<file path="src/rtl/dsp_pkg.sv">
// Shared constants for the DSP MAC pipeline: OPMODE bit positions and Z-select encodings.
package dsp_pkg;

  localparam int OPMODE_W   = 5;
  localparam int OP_PREADD  = 0;
  localparam int OP_PRESUB  = 1;
  localparam int OP_ZSEL_LO = 2;
  localparam int OP_ZSEL_HI = 3;
  localparam int OP_POSTSUB = 4;

  typedef enum logic [1:0] {
    ZSEL_ZERO = 2'b00,
    ZSEL_C    = 2'b01,
    ZSEL_P    = 2'b10,
    ZSEL_PCIN = 2'b11
  } zsel_e;

endpackage

</file>
<file path="src/rtl/dsp_pipe_reg.sv">
// Clock-enabled pipeline register with synchronous active-high reset to zero.
module dsp_pipe_reg #(
  parameter int WIDTH = 1
) (
  input  logic             CLK,
  input  logic             RST,
  input  logic             CE,
  input  logic [WIDTH-1:0] D,
  output logic [WIDTH-1:0] Q
);

  // Reset dominates the enable so a reset edge always clears the stage.
  always_ff @(posedge CLK) begin
    if (RST) begin
      Q <= '0;
    end else if (CE) begin
      Q <= D;
    end else begin
      Q <= Q;
    end
  end

endmodule

</file>
<file path="src/rtl/dsp_mac_pipe.sv">
// Four-stage signed pre-add / multiply / post-add MAC with optional saturation,
// accumulate feedback from P and sticky overflow reporting.
module dsp_mac_pipe
  import dsp_pkg::*;
#(
  parameter int AW  = 18,
  parameter int BW  = 18,
  parameter int PW  = 48,
  parameter bit SAT = 1'b1
) (
  input  logic                CLK,
  input  logic                RST,
  input  logic                CE,
  input  logic                IN_VALID,
  input  logic [AW-1:0]       A,
  input  logic [BW-1:0]       B,
  input  logic [BW-1:0]       D,
  input  logic [PW-1:0]       C,
  input  logic [PW-1:0]       PCIN,
  input  logic [OPMODE_W-1:0] OPMODE,
  output logic [PW-1:0]       P,
  output logic [PW-1:0]       PCOUT,
  output logic                OUT_VALID,
  output logic                OVF,
  output logic                OVF_STICKY
);

  localparam int MW  = AW + BW + 1;
  localparam int S1W = 1 + OPMODE_W + AW + 2 * BW + 2 * PW;
  localparam int S2W = 1 + 3 + AW + (BW + 1) + 2 * PW;
  localparam int S3W = 1 + 3 + MW + 2 * PW;
  localparam int S4W = 3 + PW;

  generate
    if (PW < AW + BW + 1) begin : g_bad_pw
      $error("dsp_mac_pipe: PW must be at least AW+BW+1");
    end
  endgenerate

  // ---------------- S1: input registers ----------------
  logic [S1W-1:0]      s1_d, s1_q;
  logic                v1_q;
  logic [OPMODE_W-1:0] op1_q;
  logic [AW-1:0]       a1_q;
  logic [BW-1:0]       b1_q, d1_q;
  logic [PW-1:0]       c1_q, pcin1_q;

  assign s1_d = {IN_VALID, OPMODE, A, B, D, C, PCIN};
  dsp_pipe_reg #(.WIDTH(S1W)) u_s1 (.CLK(CLK), .RST(RST), .CE(CE), .D(s1_d), .Q(s1_q));
  assign {v1_q, op1_q, a1_q, b1_q, d1_q, c1_q, pcin1_q} = s1_q;

  // ---------------- S2: pre-adder ----------------
  logic [BW:0] b_ext_s, d_ext_s, pre_d;

  assign b_ext_s = {b1_q[BW-1], b1_q};
  assign d_ext_s = {d1_q[BW-1], d1_q};

  // Pre-adder is one bit wider than B/D so D+B and D-B never overflow.
  always_comb begin
    pre_d = b_ext_s;
    if (op1_q[OP_PREADD]) begin
      if (op1_q[OP_PRESUB]) begin
        pre_d = d_ext_s - b_ext_s;
      end else begin
        pre_d = d_ext_s + b_ext_s;
      end
    end else begin
      pre_d = b_ext_s;
    end
  end

  // Only the post-adder controls are still needed downstream of S1.
  logic [S2W-1:0] s2_d, s2_q;
  logic           v2_q, postsub2_q;
  logic [1:0]     zsel2_q;
  logic [AW-1:0]  a2_q;
  logic [BW:0]    pre2_q;
  logic [PW-1:0]  c2_q, pcin2_q;

  assign s2_d = {v1_q, op1_q[OP_POSTSUB], op1_q[OP_ZSEL_HI:OP_ZSEL_LO], a1_q, pre_d, c1_q, pcin1_q};
  dsp_pipe_reg #(.WIDTH(S2W)) u_s2 (.CLK(CLK), .RST(RST), .CE(CE), .D(s2_d), .Q(s2_q));
  assign {v2_q, postsub2_q, zsel2_q, a2_q, pre2_q, c2_q, pcin2_q} = s2_q;

  // ---------------- S3: multiplier ----------------
  logic [MW-1:0] a_ext_s, pre_ext_s, prod_d;

  assign a_ext_s   = {{(BW + 1){a2_q[AW-1]}}, a2_q};
  assign pre_ext_s = {{AW{pre2_q[BW]}}, pre2_q};
  assign prod_d    = a_ext_s * pre_ext_s;

  logic [S3W-1:0] s3_d, s3_q;
  logic           v3_q, postsub3_q;
  logic [1:0]     zsel3_q;
  logic [MW-1:0]  prod3_q;
  logic [PW-1:0]  c3_q, pcin3_q;

  assign s3_d = {v2_q, postsub2_q, zsel2_q, prod_d, c2_q, pcin2_q};
  dsp_pipe_reg #(.WIDTH(S3W)) u_s3 (.CLK(CLK), .RST(RST), .CE(CE), .D(s3_d), .Q(s3_q));
  assign {v3_q, postsub3_q, zsel3_q, prod3_q, c3_q, pcin3_q} = s3_q;

  // ---------------- S4: Z select, post-adder, P register ----------------
  logic [S4W-1:0] s4_d, s4_q;
  logic           out_valid_q, ovf_q, sticky_q, ovf_d, sticky_d;
  logic [PW-1:0]  p_q, p_d, z_s, res_s, sat_s;
  logic [PW:0]    z_ext_s, m_ext_s, sum_s;
  logic           ovf_s;

  // Z source; ZSEL_P feeds back the live P so back-to-back accumulation needs no stall.
  always_comb begin
    z_s = '0;
    case (zsel_e'(zsel3_q))
      ZSEL_ZERO: z_s = '0;
      ZSEL_C:    z_s = c3_q;
      ZSEL_P:    z_s = p_q;
      ZSEL_PCIN: z_s = pcin3_q;
      default:   z_s = '0;
    endcase
  end

  assign z_ext_s = {z_s[PW-1], z_s};
  assign m_ext_s = {{(PW - AW - BW){prod3_q[MW-1]}}, prod3_q};
  assign sum_s   = postsub3_q ? (z_ext_s - m_ext_s) : (z_ext_s + m_ext_s);
  assign ovf_s   = sum_s[PW] ^ sum_s[PW-1];
  assign sat_s   = sum_s[PW] ? {1'b1, {(PW - 1){1'b0}}} : {1'b0, {(PW - 1){1'b1}}};

  // P, OVF and the sticky flag only move when a valid sample leaves S3.
  always_comb begin
    res_s    = sum_s[PW-1:0];
    p_d      = p_q;
    ovf_d    = ovf_q;
    sticky_d = sticky_q;
    if (ovf_s && SAT) begin
      res_s = sat_s;
    end else begin
      res_s = sum_s[PW-1:0];
    end
    if (v3_q) begin
      p_d      = res_s;
      ovf_d    = ovf_s;
      sticky_d = sticky_q | ovf_s;
    end else begin
      p_d      = p_q;
      ovf_d    = ovf_q;
      sticky_d = sticky_q;
    end
  end

  assign s4_d = {v3_q, ovf_d, sticky_d, p_d};
  dsp_pipe_reg #(.WIDTH(S4W)) u_s4 (.CLK(CLK), .RST(RST), .CE(CE), .D(s4_d), .Q(s4_q));
  assign {out_valid_q, ovf_q, sticky_q, p_q} = s4_q;

  assign P          = p_q;
  assign PCOUT      = p_q;
  assign OUT_VALID  = out_valid_q;
  assign OVF        = ovf_q;
  assign OVF_STICKY = sticky_q;

endmodule
</file>
<file path="config.mk">
export PLATFORM = sky130hd
export DESIGN_NAME = dsp_mac_pipe
export DESIGN_NICKNAME = d
export VERILOG_FILES = /design/src/rtl/dsp_pkg.sv /design/src/rtl/dsp_pipe_reg.sv /design/src/rtl/dsp_mac_pipe.sv
export SDC_FILE = /design/constraint.sdc
export NUM_CORES = 2
export LEC_CHECK = 0
export ABC_AREA = 1
export BUFFER_PORTS_ARGS = -buffer_cell sky130_fd_sc_hd__buf_4
export CAP_MARGIN = 20
export CORE_MARGIN = 2
export CORE_UTILIZATION = 40
export DETAILED_ROUTE_END_ITERATION = 10
export PLACE_DENSITY = 0.56
export SETUP_SLACK_MARGIN = 0.02
export SLEW_MARGIN = 5
export SYNTH_ARGS = -nofsm -noshare
export SYNTH_HDL_FRONTEND = slang
export SYNTH_HIERARCHICAL = 1
export SYNTH_SLANG_ARGS = --single-unit
</file>
<file path="constraint.sdc">
create_clock -name CLK -period 8 [get_ports CLK]
set_clock_uncertainty 0.05 [all_clocks]
set_input_delay 0.4 -clock CLK [delete_from_list [all_inputs] [get_ports CLK]]
set_output_delay 0.4 -clock CLK [all_outputs]
set_load 0.01 [all_outputs]
</file>
==> reports/qor.txt <==
Status -> finished, final reports clean
Mapped Area -> 41,400 sq um
Grt total ovfl -> 0
FMAX -> 0.150 GHz
Clk sinks -> 481
Slew Viols, Final -> 0
Largest net degree at the start of global routing -> 192
Max IR drop VDD -> 0.187 mV
Antenna violations before repair -> 1
Clock tree from TritonCTS -> built
Share of cells above drive strength 1 -> 7.57%
Antenna viol nets, final -> 0
Setup CP Type -> reg2reg
Site Rows -> 118
Post-synthesis xor/xnor area fraction -> 2.68%
Placed Cells -> 7,706
Initial detailed-routing violation count -> 2,576
Synth cell types -> 45
CTS HTree Levels -> 2
Detail Placement HPWL -> 98.0 mm
Slowest stage delay, CP -> 0.77 ns
Post-synth top area share -> 23.2%
Yosys Warn Count -> 6
RSZ-0062 raised after global routing -> no
I/O Buffers -> 257
Endpoints failing setup -> 0
Worst-Margin Slew -> 1.06 ns
TritonCTS buffer count -> 54
Area contributors post-synth -> dfxtp_1 23%, fa_1 17%, nand2_1 16%
Share of the yosys chip area belonging to registers -> 23.2%
Die Y -> 326 um
GPL Wtd Cong -> 0.941
Top_reg_cell synth -> dfxtp_1
Post-Route WL -> 125 mm
Mux share of post-synthesis cell area -> 0%
Clk_lat worst skew -> 0.64 ns
DR pass1 iterations -> 6
Pwr/cell area -> 193 nW/um^2
Top cell by count, worst path -> nand2_1
Root buf cell -> clkbuf_16
Compound-Gate Fraction of Synth Area -> 4.59%
CP max FO -> 19
Syn_area_per_cell -> 6.51 sq um
CTS Buffer Depth -> 3
Largest area contributor in the netlist -> dfxtp_1
Number of max-cap violations -> 0
Rel. slew slack -> 28.4%
Crit path capture type -> flip-flop
Mean routed wirelength per cell -> 15.9 um
# diodes -> 0
Post-CTS setup buffers -> 0
Simple-Gate Fraction of Synth Area -> 31.3%
Non-Filler Instances -> 7,910
Die area -> 106,000 sq um
Vias in the first global route -> 36,542
Period utilization -> 83.1%
Post-CTS Resized -> 0
Net count, final -> 7,154
Core Area -> 103,000 sq um
Gr usage total -> 23.6%
Critical path arrival -> 7.16 ns
Vias -> 36,915
Post-Synth Adder-Cell Area -> 21.7%
Syn nets -> 7,036
Largest family of logic cells by synthesized area -> simple AND/OR/NAND/NOR gates
Syn-to-layout area delta -> 12.1%
Async SR Flop Fraction -> 0%
First-pass GRT wire length -> 199 mm
CTS clk-pin slew, worst paths -> 0.06 ns
Post-DR vias/cell -> 4.67
Startpoint Class -> flip-flop
Final min period -> 6.65 ns
Setup TNS -> 0 ns
Worst Hold Class -> in2reg
Starting Density -> 40.2%
P_leak -> 25.7 nW
WP data required -> 8.51 ns
Final count of hold timing violations -> 0
Die Span X -> 326 um
Hold_ws -> 0.0299 ns
Yosys reg bits -> 481
DRC viols -> 0
I/O Pins -> 258
Count of mapped cells out of synthesis -> 6,367
Worst path slowest cell -> dfxtp_1
Post-synth EDFFs -> 0
## logic make-up after synthesis
family	Yosys count
and+or+nand+nor	3304
buffers and inverters	1629
adders and majority gates	510
DFF	481
AOI/OAI and AO/OA	316
xor gates and xnor gates	127
## final timing paths
path | to | slack [ns] | start | depth (start not counted)
hold reg to reg | u_s1/Q[7] | 0.42 | u_s1/Q[7] | 2
hold / removal | u_s1/Q[18] | 0.03 | PCIN[18] | 5
setup / recovery | u_s3/Q[131] | 1.35 | u_s2/Q[114] | 29
setup reg to reg | u_s3/Q[131] | 1.35 | u_s2/Q[114] | 29
## synth_stat cells (all sizes together), types with 8 or more instances
cell type,number
xor2,76
fa,347
dfxtp,481
a21o,8
buf,231
o21bai,25
xnor2,51
o21ai,78
or2,9
nor3,24
clkbuf,100
a21oi,168
nand3,223
nor2,1207
nand2,1804
ha,163
nand4,29
inv,1296
o211ai,9
## layout by cell type (no fill, tap or decap), types with 4 or more instances in the layout
master | netlist | layout
o21ai_0 | 76 | 76
a31oi_1 | 7 | 7
clkbuf_1 | 98 | 8
a21o_1 | 8 | 8
xor2_1 | 76 | 76
or2_2 | 9 | 9
a21oi_1 | 128 | 128
nor2_1 | 1195 | 1194
ha_1 | 163 | 163
clkbuf_8 | 0 | 7
o211ai_1 | 9 | 9
xnor2_1 | 51 | 51
inv_2 | 16 | 15
nor4_1 | 7 | 7
nor3_1 | 22 | 22
inv_1 | 1280 | 1278
nor2_2 | 10 | 11
fa_1 | 347 | 347
bufinv_16 | 0 | 9
nand4_1 | 29 | 29
a21oi_2 | 40 | 40
o21bai_1 | 24 | 24
nand2_1 | 1791 | 1791
dfxtp_1 | 481 | 480
o21a_1 | 4 | 4
nand3_1 | 211 | 211
nand2_2 | 13 | 13
buf_4 | 106 | 287
dlygate4sd3_1 | 0 | 102
clkinvlp_4 | 0 | 4
clkinv_2 | 0 | 12
nand3_2 | 12 | 12
clkbuf_16 | 0 | 54
o31ai_1 | 7 | 7
## metrics by stage
stage | utilization, % | power (mW) | cell area (sq um) | setup WS [ns]
2_1_floorplan | - | 5.31 | 41400 | 1.88
3_3_place_gp | 42.1 | 6.20 | 43400 | 1.31
3_5_place_dp | 42.1 | 6.22 | 43400 | 1.30
4_1_cts | 45.0 | 9.02 | 46400 | 1.29
5_1_grt | 45.0 | 9.61 | 46400 | 0.729
6_report | 45.0 | 8.94 | 46400 | 1.35
## flip-flops by register name, summed over array words and instances (netlist names)
register / cells
u_s3/Q: 137
u_s2/Q: 137
u_s1/Q: 156
u_s4/Q: 51
## repair_timing
| item | in CTS | in global routing |
|---|---|---|
| hold endpoints to repair | 102 | 0 |
| endpoints found under the setup margin | 0 | 0 |
| hold buffers | 102 | 0 |
## where the power goes
group,internal [mW],switching [mW]
sequential,2.59,0.268
combinational,1.24,2.11
clock,1.61,1.11
## critical path: cells and delay by family, from the launching register on
kind	cells	cell delay, ns
buffers and inverters	8	0.93
flip-flops	1	0.77
AND/OR/NAND/NOR	13	1.50
AO/OA/AOI/OAI	1	0.12
adder cells (fa/ha/maj)	7	3.20
## layout make-up
type	instances	area, sq um
clock buffer	69	1480
clock inverter	32	475
timing repair buffer	393	3260
fill	11066	56600
multi-input combinational	4257	25000
sequential	481	9630
inverter	1298	4880
tap	1380	1730
## layer usage
| metal | track usage (%) | part of all wire (%) |
|---|---|---|
| met1 | 31.5 | 46 |
| met2 | 39.8 | 46 |
| met3 | 3.04 | 5.0 |
| met4 | 7.01 | 3.1 |
| met5 | 0 | 0.0072 |
(Power assumes the default switching activity.)
